## src/rtl/vga_scan_ctrl.sv

```systemverilog
// VGA scan sequencer: pixel-rate divider, x/y scan counters, and a single-port
// framebuffer arbiter where the display read slot always beats the drawing writer.
module vga_scan_ctrl #(
  parameter int CLK_DIV   = 2,
  parameter int H_TOTAL   = 800,
  parameter int V_TOTAL   = 525,
  parameter int H_VISIBLE = 640,
  parameter int V_VISIBLE = 480,
  parameter int SHIFT     = 2,
  parameter int ADDR_W    = 15,
  parameter int DATA_W    = 8
) (
  input  logic              clk,
  input  logic              rst_n,
  output logic [9:0]        x,
  output logic [9:0]        y,
  output logic              pix_en,
  output logic              line_end,
  output logic              frame_end,
  output logic [DATA_W-1:0] pixel,
  output logic [ADDR_W-1:0] mem_addr,
  output logic              mem_we,
  output logic [DATA_W-1:0] mem_wdata,
  input  logic [DATA_W-1:0] mem_rdata,
  input  logic              wr_req,
  input  logic [ADDR_W-1:0] wr_addr,
  input  logic [DATA_W-1:0] wr_data,
  output logic              wr_ack
);

  localparam int DIV_W = (CLK_DIV > 1) ? $clog2(CLK_DIV) : 1;
  localparam int FB_W  = H_VISIBLE >> SHIFT;

  localparam logic [DIV_W-1:0] DIV_LAST = DIV_W'(CLK_DIV - 1);
  localparam logic [DIV_W-1:0] DIV_ONE  = DIV_W'(1);
  localparam logic [9:0]       X_LAST   = 10'(H_TOTAL - 1);
  localparam logic [9:0]       Y_LAST   = 10'(V_TOTAL - 1);
  localparam logic [9:0]       X_VIS    = 10'(H_VISIBLE);
  localparam logic [9:0]       Y_VIS    = 10'(V_VISIBLE);

  logic [DIV_W-1:0]  r_div_cnt;
  logic [9:0]        r_x;
  logic [9:0]        r_y;
  logic [DATA_W-1:0] r_pixel;
  logic              r_rd_slot;
  logic [DATA_W-1:0] r_hold;
  logic              r_hold_vld;

  logic              w_pix_en;
  logic              w_line_end;
  logic              w_frame_end;
  logic              w_visible;
  logic              w_rd_slot;
  logic              w_grant;
  logic [31:0]       w_disp_full;

  assign w_pix_en    = (r_div_cnt == DIV_LAST);
  assign w_line_end  = w_pix_en && (r_x == X_LAST);
  assign w_frame_end = w_line_end && (r_y == Y_LAST);
  assign w_visible   = (r_x < X_VIS) && (r_y < Y_VIS);
  assign w_rd_slot   = (r_div_cnt == '0) && w_visible;
  assign w_disp_full = 32'(r_y >> SHIFT) * 32'(FB_W) + 32'(r_x >> SHIFT);

  always_ff @(posedge clk or negedge rst_n) begin
    if (!rst_n) begin
      r_div_cnt <= '0;
      r_x       <= '0;
      r_y       <= '0;
    end else begin
      if (w_pix_en) r_div_cnt <= '0;
      else          r_div_cnt <= r_div_cnt + DIV_ONE;
      if (w_pix_en) begin
        if (w_line_end) begin
          r_x <= '0;
          r_y <= (r_y == Y_LAST) ? 10'd0 : r_y + 10'd1;
        end else begin
          r_x <= r_x + 10'd1;
        end
      end
    end
  end

  // Read data returns the clock after the slot; for CLK_DIV>2 it is parked in
  // r_hold so later write slots cannot disturb what reaches the pixel register.
  always_ff @(posedge clk or negedge rst_n) begin
    if (!rst_n) begin
      r_rd_slot  <= 1'b0;
      r_hold     <= '0;
      r_hold_vld <= 1'b0;
      r_pixel    <= '0;
    end else begin
      r_rd_slot <= w_rd_slot;
      if (r_rd_slot) r_hold <= mem_rdata;
      if (w_pix_en) begin
        r_hold_vld <= 1'b0;
        if (r_rd_slot)       r_pixel <= mem_rdata;
        else if (r_hold_vld) r_pixel <= r_hold;
        else                 r_pixel <= '0;
      end else if (r_rd_slot) begin
        r_hold_vld <= 1'b1;
      end
    end
  end

  // Writer handshake: wr_req/wr_addr/wr_data are held until a clock in which
  // wr_ack=1; that clock performs the write and the writer may then move on.
  assign w_grant = rst_n && wr_req && !w_rd_slot;

  always_comb begin
    mem_addr  = '0;
    mem_wdata = '0;
    if (rst_n) begin
      mem_addr  = w_grant ? wr_addr : w_disp_full[ADDR_W-1:0];
      mem_wdata = wr_data;
    end
  end

  assign mem_we    = w_grant;
  assign wr_ack    = w_grant;
  assign x         = r_x;
  assign y         = r_y;
  assign pix_en    = w_pix_en;
  assign line_end  = w_line_end;
  assign frame_end = w_frame_end;
  assign pixel     = r_pixel;

endmodule
```

## config.mk

```make
export PLATFORM = sky130hd
export DESIGN_NAME = vga_scan_ctrl
export DESIGN_NICKNAME = d
export VERILOG_FILES = /design/src/rtl/vga_scan_ctrl.sv
export SDC_FILE = /design/constraint.sdc
export NUM_CORES = 1
export LEC_CHECK = 0
export BUFFER_PORTS_ARGS = -buffer_cell sky130_fd_sc_hd__buf_2
export CORE_MARGIN = 2
export CORE_UTILIZATION = 46
export CTS_CLUSTER_SIZE = 14
export DETAILED_ROUTE_END_ITERATION = 16
export PLACE_DENSITY = 0.74
export RECOVER_POWER = 25
export SETUP_SLACK_MARGIN = 0.4
export SLEW_MARGIN = 20
export SYNTH_ARGS = -nofsm -noshare
export SYNTH_HDL_FRONTEND = slang
export SYNTH_SLANG_ARGS = --single-unit
```

## constraint.sdc

```tcl
create_clock -name clk -period 4.7 [get_ports clk]
set_input_delay 0.705 -clock clk [delete_from_list [all_inputs] [get_ports clk]]
set_output_delay 0.705 -clock clk [all_outputs]
set_load 0.01 [all_outputs]
```

==> run metrics, run 1 <==
status finished, violations left; failing checks max-capacitance violations, max-slew violations; Sw Pwr 0.000156 W; reg2reg start pix_en$_DFF_PN0_; grt ovf 0; largest net degree at the start of global routing 50; CTS Sinks 39; Clk pin slew, worst setup/hold paths 0.07 ns; CP Capture Type primary output; Hold Path Origin r_hold[4]$_DFFE_PN0P_; Final setup viols 0; Die Y slightly below 80 um; Clock Tree Buf Depth 2; num rows 27; met3 Use GR 3.62%; Filler Cell Count 520; number of synthesized flops with an enable pin 0; DR WL/cell 13.2 um; Yosys reg bits 39; IO Pins 90; Sw Ratio 24.7%; Seq pwr share a little over half; period utilisation layout 84.1%; # hold bufs at CTS 0; initial antenna violation count 0; initial core utilization 47.5%; Tmin final 3.95 ns; commonest cells after routing, fill and taps aside buf_2, dfrtp_1, nor2_1, inv_1, nand2_1; htree depth 2; CP startpoint kind flop; CTS tree done; Final Skew 0.00657 ns; area delta synth->final 21.9%; Post-CTS Resized 0; critical path's top delay family adder cells; crit path DAT about 3.3 ns; drt drc 0; Final HPWL DP 4470 um; HP Class flop to flop; maximum VDD drop 0.000157 V; M2 GR Usage 31.4%; final setup margin 0.746 ns; Clock power frac 35.0%; Die Area roughly 6300 um^2; critical path buffer and inverter count 2; Pint roughly 0.00048 W; P_leak ~1.6 nW; nets@finish 426; most common cell after layout, fill and taps aside buf_2; CP dominant cell by count ha_1; routability cong. ~0.83; Main synth FF type dfrtp_1; CP required 3.99 ns; via-per-instance ratio 5.18; dpl cell area between 3000 and 4000 um^2; Overall Global Routing Usage 18.9%; met1 Use GR 25.3%; Pins Over Slew Limit 50; library cells used by synthesis 53; final wirelength between 5000 and 6000 um; Seq/Total Area, Yosys a little under two fifths; Routed Antenna Nets 0; Die W 79.4 um; first-pass GRT wire length 9430 um; GRT Max-Usage Layer met2; number of buffers created by CTS 5; Max Fclk ~250 MHz; CP max stage cell dfrtp_1; Setup crit start y[5]$_DFFE_PN0P_; Vias 2306; Avg Cell Area, Syn 9.18 um^2; Design Area, Final 3190 um^2; Worst Tran Pin Value 2.37 ns; Crit path largest cell delay 0.53 ns; Comb power frac 10.4%; largest fanout on the critical path 9; Post-Syn Instances between 200 and 300; Synthesized Nets between 300 and 400; Final Hold Fails 0; Setup Crit Path Kind flop to primary output; Max Cap Violations 1; pwr dens approximately 200 nW/um^2; vias in the first global route 2013; number of buffers added for setup after CTS 0; initial DRC count 105; unrepaired setup endpoints after global routing no; cell chain of the critical path ha_1 -> ha_1 -> inv_1 -> fa_1 -> nand2b_1 -> nor4_1 -> o211ai_1 -> o311ai_0 -> o211a_1 -> buf_2; CTS root buf clkbuf_8; worst skew pair latency 0.29 ns; relative slew slack -58.2%; Syn. warnings 0; port buffer count 89; DRT Pass-1 Iters 4; Place WS between 1 and 1.5 ns; setup TNS 0 ns; fraction of layout cells with a size suffix above 1 30.0%; Netlist Area Pre-Place 2620 um^2; core box area 5510 um^2; antenna cell count 0; share of synthesized registers carrying an async set or reset 100%
[flip-flops by register name, summed over array words and instances (netlist names)]
name and count:
pix_en 1, pixel 8, r_hold 8, r_hold_vld 1
r_rd_slot 1, x 10, y 10
[cell usage after synthesis (3+ instances only)]
cell,count,area share [%]
xnor2_1,13,4.4
nand2_1,22,3.2
inv_1,22,3.2
a211oi_1,5,1.4
o21a_1,4,1.1
nand4_1,9,2.2
nand3_1,8,1.5
dfrtp_1,39,37
clkbuf_1,6,0.86
nor2b_1,4,0.96
mux2_2,8,3.4
o21ai_0,17,3.3
a21oi_1,10,1.9
nand2b_1,10,2.4
ha_1,18,8.6
xor2_1,9,3.0
a31oi_1,3,0.72
nor2_1,26,3.7
and2_1,8,1.9
[worst reg2reg max path: cells and delay by family, from the launching register on]
kind | cells | cell delay (ns)
AND/OR/NAND/NOR | 4 | 1.09
flip-flops | 1 | 0.77
buffers and inverters | 1 | 0.27
XOR/XNOR | 1 | 0.18
[power by group through the flow]
stage	clock network, W	registers [W]	logic, W
2_1_floorplan	0	0.000353	0.0000293
3_3_place_gp	0	0.000351	0.0000659
3_5_place_dp	0	0.000352	0.0000672
4_1_cts	0.000228	0.000345	0.0000674
5_1_grt	0.000241	0.000346	0.0000737
6_report	0.000221	0.000345	0.0000658
[cells by family after synthesis]
group           after synthesis  synth area share, %
simple gates                106                 21.8
fa+ha+maj                    20                 10.1
xor+xnor                     22                 7.37
flops                        39                 37.3
compound gates               57                 14.6
mux                           8                 3.45
buf+inv                      33                 5.31
[path summary, 6_finish.rpt]
check | to | slack [ns] | cells after the start
min in group asynchronous | x[4]$_DFFE_PN0P_ | 1.24 | 2
hold reg to reg | r_hold[4]$_DFFE_PN0P_ | 0.50 | 1
max in group asynchronous | y[1]$_DFFE_PN0P_ | 2.11 | 2
setup reg to reg | y[4]$_DFFE_PN0P_ | 2.26 | 6
hold / removal | r_hold[4]$_DFFE_PN0P_ | 0.50 | 1
setup / recovery | mem_addr[14] | 0.75 | 10
[per-layer routing]
| metal | routed length (um) | vias up |
|---|---|---|
| met5 | 0 | - |
| met4 | 56 | 0 |
| met3 | 309 | 4 |
| met2 | 2650 | 64 |
| met1 | 2860 | 1069 |
| li1 | - | 1169 |
[metrics by stage]
step | hold WS [ns] | total power, W | cells | util (%)
detailed placement | 0.488 | 0.000419 | 437 | 56.4
finish | 0.502 | 0.000632 | 445 | 57.9
floorplan | 0.409 | 0.000382 | 285 | -
global route | 0.510 | 0.000660 | 445 | 57.9
global placement | 0.481 | 0.000417 | 437 | 56.4
CTS | 0.506 | 0.000640 | 445 | 57.9
[layout make-up]
class                           instances  area, um^2  share of cell area [%]
Tap cell                               72        90.1                    2.83
Inverter                               23        86.3                    2.71
Sequential cell                        39         976                    30.6
Timing Repair Buffer                   90         449                    14.1
Multi-Input combinational cell        213        1500                    47.1
Clock buffer                            6        72.6                    2.28
Clock inverter                          2        12.5                   0.393
No activity file was read; power rests on OpenSTA's default activity.
==> run 2: changes to the inputs <==
PLACE_DENSITY = 0.77   (was 0.74)
clock period = 3.5 ns   (was 4.7 ns; I/O delays follow)
==> run metrics, run 2 (synthesis results as in run 1) <==
via-per-instance ratio 5.35 (+3.3%); HP Class input port to async pin; port buffer count 89 (unchanged); Tmin final 3.49 ns; grt ovf 0 (unchanged); maximum VDD drop 0.000213 V (+36%); worst skew pair latency 0.29 ns (about the same); initial DRC count 144 (+37%); cell chain of the critical path ha_4 -> ha_4 -> inv_2 -> fa_2 -> nand2b_4 -> nor4_4 -> o211ai_1 -> or3_1 -> o211a_1 -> buf_2; Filler Cell Count 439 (-16%); Overall Global Routing Usage 20.9% (+2.0 points); routability cong. 0.826 (-0.54%); reg2reg start x[0]$_DFFE_PN0P_; core box area 5510 um^2 (unchanged); first-pass GRT wire length 10300 um (+9.4%); IO Pins 90 (unchanged); Final Hold Fails 0 (unchanged); Clock Tree Buf Depth 2 (unchanged); Die W 79.4 um (unchanged); CP Capture Type primary output; Worst Tran Pin Value 1.70 ns (-0.677 ns); P_leak 1.78 nW (+9.6%); Comb power frac 9.0% (-1.4 points); DRT Pass-1 Iters 5 (+1); initial core utilization 47.5% (unchanged); relative slew slack -13.1% (+45 points); Final Skew 0.00864 ns (+0.00207 ns); initial antenna violation count 0 (unchanged); Vias 2494 (+8.2%); critical path buffer and inverter count 2 (unchanged); CP required 2.97 ns (-1.02 ns); antenna cell count 0 (unchanged); largest fanout on the critical path 3 (-6); failing checks max-capacitance violations, max-slew violations; CTS root buf clkbuf_8; CP startpoint kind flop; Setup crit start y[3]$_DFFE_PN0P_; CP dominant cell by count ha_4; Die Y 79.4 um (unchanged); Pins Over Slew Limit 33 (-34%); utilization after layout 65.7% (+7.9 points); period utilisation layout ~100%; CTS tree done; Crit. path cell count 10 (unchanged); CTS Sinks 39 (unchanged); critical path's top delay family adder cells; area delta synth->final 38.4%; fraction of layout cells with a size suffix above 1 41.1% (+11 points); Final setup viols 0 (unchanged); Setup Crit Path Kind flop to primary output; status finished, violations left; crit path DAT 2.97 ns (-0.28 ns); Reg2Reg Depth 7 (+1); Final HPWL DP 4810 um (+7.6%); unrepaired setup endpoints after global routing yes; Pint 0.000784 W (+65%); largest net degree at the start of global routing 33 (-34%); number of buffers created by CTS 5 (unchanged); Sw Pwr 0.000212 W (+36%); num rows 27 (unchanged); final wirelength 7110 um (+21%); Max Fclk 286 MHz; placed instance count 440 (+0.69%); drt drc 0 (unchanged); Routed Antenna Nets 0 (unchanged); CP max stage cell dfrtp_2; DR WL/cell 15.3 um (+15%); Clock power frac 44.6% (+9.6 points); Max Cap Violations 1 (unchanged); fin cells 466 (+4.7%); Crit path largest cell delay 0.45 ns (-0.08 ns); Clk pin slew, worst setup/hold paths 0.08 ns (about the same); nets@finish 447 (+4.9%); Die Area 6300 um^2 (unchanged); vias in the first global route 2200 (+9.3%); commonest cells after routing, fill and taps aside buf_2, dfrtp_1, nor2_1, nand2_1, inv_1; htree depth 2 (unchanged); most common cell after layout, fill and taps aside buf_2; Sw Ratio 21.3% (-3.4 points); Seq pwr share 46.5% (-8.1 points); pwr dens 275 nW/um^2 (+39%)
run 2: changes by cell type in the layout (fill, tap and decap cells not counted), moves of 6 or more:
cell     before  now
buf_4         0   18
dfrtp_1      39   33
dfrtp_2       0    6
ha_1         18   10
ha_4          0    7
run 2: timing repair:
item                       4_1_cts  5_1_grt
setup buffers                    9        9
hold buffers                     0        0
pin swaps                       10       19
resized for setup               14       26
setup endpoints to repair        5        7
run 2: power groups by stage:
stage	Sequential, W	Combinational [W]	Clock [W]
3_5_place_dp	0.000472	0.0000902	0
4_1_cts	0.000463	0.0000908	0.000450
6_report	0.000463	0.0000893	0.000444
5_1_grt	0.000464	0.000102	0.000476
2_1_floorplan	0.000474	0.0000394	0
3_3_place_gp	0.000471	0.0000888	0
run 2: worst paths after layout:
kind	slack (ns)	endpoint
max reg2reg	1.26	y[4]$_DFFE_PN0P_
max	0.007	mem_addr[14]
min reg2reg	0.50	r_hold[1]$_DFFE_PN0P_
min	0.25	x[7]$_DFFE_PN0P_
min in group clk	0.48	r_hold[3]$_DFFE_PN0P_
max in group asynchronous	1.11	y[6]$_DFFE_PN0P_
run 2: through the flow:
step | worst slack [ns] | hold slack (ns) | setup TNS [ns] | power, W | area (um^2)
5_1_grt | -0.0159 | 0.314 | -0.0304 | 0.00104 | 3620
2_1_floorplan | 0.403 | 0.229 | 0 | 0.000513 | 2620
3_3_place_gp | 0.238 | 0.427 | 0 | 0.000560 | 3130
6_report | 0.00686 | 0.250 | 0 | 0.000997 | 3620
4_1_cts | 0.0446 | 0.113 | 0 | 0.00100 | 3430
3_5_place_dp | 0.138 | 0.432 | 0 | 0.000562 | 3130
run 2: final cells by class:
cell class | instances | area (um^2) | share of cell area [%]
tap | 72 | 90.1 | 2.49
sequential | 39 | 983 | 27.2
inverter | 23 | 86.3 | 2.39
multi-input combinational | 213 | 1720 | 47.5
clock buffer | 6 | 72.6 | 2.00
timing repair buffer | 111 | 609 | 16.8
clock inverter | 2 | 60.1 | 1.66
run 2: metal layers:
| metal | global-route usage (%) | wire length, um | up-vias |
|---|---|---|---|
| li1 | - | - | 1210 |
| met1 | 27.1 | 3140 | 1190 |
| met2 | 35.6 | 3520 | 84 |
| met3 | 4.19 | 383 | 10 |
| met4 | 5.52 | 76 | 0 |
| met5 | 0 | 0 | - |
